==> src/rtl/vector_mem_unit.sv <==
// Vector memory unit: sequences 16-element vector loads/stores
// and single-element stores over a 16-bit word memory port.
module vector_mem_unit (
  input  logic         clk,
  input  logic         rst_n,
  input  logic         start,
  input  logic [3:0]   opcode,
  input  logic [15:0]  addr,
  input  logic [255:0] st_data,
  output logic         busy,
  output logic         done,
  output logic [255:0] ld_data,
  output logic [15:0]  mem_addr,
  output logic [15:0]  mem_wdata,
  output logic         mem_re,
  output logic         mem_we,
  input  logic [15:0]  mem_rdata
);

  localparam logic [3:0] OP_VLD = 4'b0100;
  localparam logic [3:0] OP_VST = 4'b0101;
  localparam logic [3:0] OP_SST = 4'b0011;

  typedef enum logic [2:0] {
    IDLE,
    LOAD,
    LOAD_TAIL,
    STORE,
    DONE
  } state_t;

  state_t state;
  state_t state_n;

  logic         is_mem;
  logic         accept;
  logic         sst_q;
  logic [15:0]  base_q;
  logic [239:0] sd_q;
  logic [4:0]   cnt;
  logic [4:0]   cnt_n;
  logic [3:0]   sel;
  logic         rd_pend;
  logic [3:0]   cap_idx;
  logic         re_n;
  logic         we_n;
  logic [15:0]  addr_n;
  logic [15:0]  wd_n;

  assign is_mem = (opcode == OP_VLD) ||
                  (opcode == OP_VST) ||
                  (opcode == OP_SST);

  // The first element lives in st_data; sd_q keeps elements 1..15.
  assign sel = cnt[3:0] - 4'd1;

  // New requests are taken only when idle or in the done cycle.
  always_comb begin
    accept = start && is_mem &&
             ((state == IDLE) || (state == DONE));
  end

  // State register.
  always_ff @(posedge clk or negedge rst_n) begin
    if (!rst_n) state <= IDLE;
    else        state <= state_n;
  end

  // Next state and next registered-output values.
  always_comb begin
    state_n = state;
    cnt_n   = cnt;
    re_n    = 1'b0;
    we_n    = 1'b0;
    addr_n  = 16'h0000;
    wd_n    = 16'h0000;
    unique case (state)
      IDLE, DONE: begin
        state_n = IDLE;
        if (accept) begin
          cnt_n  = 5'd1;
          addr_n = addr;
          if (opcode == OP_VLD) begin
            state_n = LOAD;
            re_n    = 1'b1;
          end else begin
            state_n = STORE;
            we_n    = 1'b1;
            wd_n    = st_data[15:0];
          end
        end
      end
      LOAD: begin
        if (cnt[4]) begin
          state_n = LOAD_TAIL;
        end else begin
          re_n   = 1'b1;
          addr_n = base_q + {11'b0, cnt};
          cnt_n  = cnt + 5'd1;
        end
      end
      LOAD_TAIL: state_n = DONE;
      STORE: begin
        if (cnt[4] || sst_q) begin
          state_n = DONE;
        end else begin
          we_n   = 1'b1;
          addr_n = base_q + {11'b0, cnt};
          wd_n   = sd_q[{sel, 4'b0000} +: 16];
          cnt_n  = cnt + 5'd1;
        end
      end
      default: state_n = IDLE;
    endcase
  end

  // Registered outputs, operand latches and load capture.
  always_ff @(posedge clk or negedge rst_n) begin
    if (!rst_n) begin
      busy      <= 1'b0;
      done      <= 1'b0;
      mem_re    <= 1'b0;
      mem_we    <= 1'b0;
      mem_addr  <= 16'h0000;
      mem_wdata <= 16'h0000;
      ld_data   <= '0;
      cnt       <= 5'd0;
      sst_q     <= 1'b0;
      base_q    <= 16'h0000;
      sd_q      <= '0;
      rd_pend   <= 1'b0;
      cap_idx   <= 4'd0;
    end else begin
      busy      <= (state_n == LOAD) ||
                   (state_n == LOAD_TAIL) ||
                   (state_n == STORE);
      done      <= (state_n == DONE);
      mem_re    <= re_n;
      mem_we    <= we_n;
      mem_addr  <= addr_n;
      mem_wdata <= wd_n;
      cnt       <= cnt_n;
      rd_pend   <= mem_re;
      if (rd_pend) begin
        ld_data[{cap_idx, 4'b0000} +: 16] <= mem_rdata;
        cap_idx <= cap_idx + 4'd1;
      end
      if (accept) begin
        sst_q  <= (opcode == OP_SST);
        base_q <= addr;
        sd_q   <= st_data[255:16];
        if (opcode == OP_VLD) cap_idx <= 4'd0;
      end
    end
  end

endmodule

==> config.mk <==
export PLATFORM = sky130hd
export DESIGN_NAME = vector_mem_unit
export DESIGN_NICKNAME = d
export VERILOG_FILES = /design/src/rtl/vector_mem_unit.sv
export SDC_FILE = /design/constraint.sdc
export NUM_CORES = 1
export LEC_CHECK = 0
export ABC_AREA = 1
export BUFFER_PORTS_ARGS = -buffer_cell sky130_fd_sc_hd__clkbuf_2
export CORE_MARGIN = 2
export CORE_UTILIZATION = 49
export CTS_BUF_LIST = sky130_fd_sc_hd__clkbuf_16
export DETAILED_ROUTE_END_ITERATION = 12
export PLACE_DENSITY_LB_ADDON = 0.12
export SYNTH_ARGS = -nofsm -noshare
export SYNTH_HDL_FRONTEND = slang
export SYNTH_SLANG_ARGS = --single-unit
==> constraint.sdc <==
create_clock -name clk -period 2.2 [get_ports clk]
set_input_delay 0.33 -clock clk [delete_from_list [all_inputs] [get_ports clk]]
set_output_delay 0.33 -clock clk [all_outputs]
set_load 0.01 [all_outputs]
==> summary.md <==
| Metric | Value |
|---|---|
| PortBufs | `586` |
| Worst setup EP type | `flop` |
| Avg Cell Area, Syn | `8.22 um^2` |
| Mapped cell area | `24300 um^2` |
| Total GRT Usage | `0.350` |
| Cell family with most CP delay | `simple AND/OR/NAND/NOR gates` |
| Largest net degree at the start of global routing | `129` |
| P per Cell Area | `1470 nW/um^2` |
| Hold wc startpoint | `st_data[244]` |
| Initial antenna violation count | `3` |
| Critical path type | `reg -> reg` |
| Fin crit share | `0.947` |
| Num ports | `587` |
| Critical path's largest stage delay | `0.53 ns` |
| Crit path cell chain | `inv_4 > ha_2 > inv_4 > buf_6 > nand3_1 > nand2_1 > nand2_1 > nand3_1 > nand3_1 > nand2_1` |
| Clock root cell | `clkbuf_16` |
| Slowest CP cell | `dfrtp_4` |
| Full die area | `51400 um^2` |
| Drt pass-1 iters | `5` |
| Rel. slew slack | `0.530` |
| Clock period minus worst slack | `2.08 ns` |
| CP required | `2.75 ns` |
| Slew Viols, Final | `0` |
| Drc violations | `0` |
| Setup Skew | `0.0172 ns` |
| H-tree depth | `2` |
| Final GP Congestion | `0.916` |
| Die Y | `227 um` |
| Row count | `81` |
| Syn Nets | `3263` |
| Post-synthesis cell count | `2955` |
| Gr ovfl total | `0` |
| FILL cells | `4005` |
| Leak | `17.3 nW` |
| Drt via density | `5.35` |
| Slew at the pin closest to its max-slew limit | `0.705 ns` |
| Placed insts | `4115` |
| Hold Path End | `sd_q[228]` |
| Reg-to-reg slack, setup | `0.12 ns` |
| Total chip power | `0.0483 W` |
| Final #Nets | `4082` |
| Worst path bufs/invs | `3` |
| Setup TNS | `0 ns` |
| WL/cell | `20.2 um` |
| Cts bufs inserted | `57` |
| Initial Util | `0.496` |
| Max Root-Sink Buffers | `3` |
| Crit path max fanout | `19` |
| Worst EP arrival | `2.63 ns` |
| Global-route wire length before repair | `137 mm` |
| CP startpoint kind | `flop` |
| Final setup viols | `0` |
| Hold Path Class | `in -> reg` |
| Flops & latches, synth | `562` |
| R2r worst-path depth | `10` |
| Hold path depth | `3` |
| Clock-pin slew of the registers on the worst-case setup and hold paths | `0.06 ns` |
| DR vias | `24.0k` |
| Area Overhead vs Synth | `34.8%` |
| Cell variety after synth | `31` |
| Layout cells sized above 1 | `0.206` |
| Number of global-route vias before repair | `24.0k` |
| Post-DP HPWL | `63.6 mm` |
| Register area share after synthesis | `0.579` |
| Antenna Violating Nets Remaining | `0` |
| RR Endpoint | `mem_wdata[7]` |
| Final std cells w/o fill | `4488` |
| Hold Fails Final Rpt | `0` |
| Status | `finished clean` |
| Clock latency on the worst-skew pair | `0.62 ns` |
| Warnings, synthesis | `0` |
| Reg-to-Reg Start | `cnt[0]` |
| Peak supply drop | `0.800 mV` |
| 1st-iter DRT viols | `2281` |
| Die width | `227 um` |
| Placeable Area | `49000 um^2` |
| Fmax | `480 MHz` |
| # Max-Cap Violations | `0` |
| CTS Sinks | `562` |
| Final wirelength | `90.6 mm` |
| CTS tree | `yes` |
-- layer usage --
layer,global-route usage,wire length [um],vias to the layer above
li1,-,-,11000
met3,0.0584,6670,222
met1,0.450,36100,11600
met2,0.590,44100,1084
met4,0.139,3630,2
met5,0,13,-
-- worst min-delay path, delay by kind of cell --
kind,cells,cell delay (ns)
buffers and inverters,1,0.12
AND/OR/NAND/NOR,2,0.14
-- worst max-delay path by stage --
stage                     cells after the start  slack (ns)       start            end
final                                        10        0.12      cnt[0]   mem_wdata[7]
after detailed placement                     10       -0.01      cnt[0]   mem_wdata[7]
after global placement                       10        0.02      cnt[0]   mem_wdata[7]
after floorplan                              12     0.00007      cnt[0]  mem_wdata[11]
after global routing                          9      -0.009  cap_idx[1]    ld_data[43]
after CTS                                     8        0.03      cnt[0]   mem_wdata[3]
-- cells in the mapped netlist, drive strengths merged --
| master | instances | area share |
|---|---|---|
| clkbuf | 87 | 0.014 |
| dfrtp | 562 | 0.58 |
| xor2 | 3 | 0.0011 |
| xnor2 | 5 | 0.0021 |
| fa | 1 | 0.00082 |
| nor2 | 46 | 0.0089 |
| buf | 88 | 0.017 |
| o21ai | 329 | 0.068 |
| nor3 | 29 | 0.0060 |
| nand2 | 1294 | 0.20 |
| o2111ai | 1 | 0.00036 |
| a211oi | 2 | 0.00062 |
| o22ai | 3 | 0.00077 |
| nand3b | 7 | 0.0022 |
| o211ai | 1 | 0.00031 |
| ha | 12 | 0.0062 |
| nand4 | 4 | 0.0013 |
| inv | 158 | 0.024 |
| nand3 | 318 | 0.066 |
| a21oi | 5 | 0.0010 |
-- cells in the final DEF (no fill, tap or decap), drive strengths merged --
cell,synthesis,final
nor2,46,46
buf,88,87
clkbuf,87,642
clkinv,0,26
a211oi,2,2
fa,1,1
a21oi,5,5
bufinv,0,5
xnor2,5,5
o2111ai,1,1
dfrtp,562,562
nand4,4,4
o211ai,1,1
nor3,29,29
nand2,1294,1294
diode,0,3
ha,12,12
o22ai,3,3
o21ai,329,329
nand3,318,318
clkinvlp,0,4
dlygate4sd3,0,262
xor2,3,3
inv,158,173
nand3b,7,7
-- sequential cells by signal, indices dropped and copies added, names as in the netlist --
signal / cells
cap_idx: 4
rd_pend: 1
cnt: 5
busy: 1
sst_q: 1
mem_re: 1
mem_addr: 16
mem_wdata: 16
base_q: 16
mem_we: 1
done: 1
state: 3
sd_q: 240
ld_data: 256
-- per-stage QoR --
step                hold slack, ns  worst slack [ns]  instance area (um^2)   util
floorplan                   0.0344         0.0000684                 24300      -
global placement             0.256            0.0198                 28300  0.578
detailed placement           0.253           -0.0139                 28300  0.578
CTS                       0.000119            0.0295                 32700  0.668
global route                0.0112          -0.00854                 32700  0.669
finish                      0.0187             0.116                 32700  0.669
-- what timing repair did --
item	in CTS	in global routing
gates resized for setup	1	5
buffers inserted	0	1
hold buffers	262	0
cloned	0	1
pin swaps	0	1
endpoints found under the hold margin	382	0
setup endpoints to repair	4	56
-- cells by family (layout without fill, tap and decap cells) --
kind of cell	count (synthesis)	count (layout)	synth area share
AND/OR/NAND/NOR	1698	1698	0.285
flip-flops	562	562	0.579
other	0	3	0
AO/OA/AOI/OAI	341	341	0.0709
XOR/XNOR	8	8	0.00319
adder cells (fa/ha/maj)	13	13	0.00700
buffers and inverters	333	1199	0.0552
-- area by class of cell --
type,count,area (um^2),share of cell area
antenna,3,7.51,0.000229
clock buffer,57,1430,0.0436
clock inverter,49,358,0.0109
inverter,158,609,0.0186
multi-input combinational,2060,8930,0.273
sequential,562,14100,0.430
tap,664,831,0.0254
timing repair buffer,934,6510,0.199
timing repair inverter,1,7.51,0.000229
-- power breakdown --
| group | internal, W | total, W | switching, W | leakage, nW |
|---|---|---|---|---|
| Clock | 0.00528 | 0.00946 | 0.00418 | 0.938 |
| Combinational | 0.00721 | 0.0208 | 0.0136 | 9.48 |
| Sequential | 0.0151 | 0.0180 | 0.00289 | 6.83 |
No activity file was read; power rests on OpenSTA's default activity.
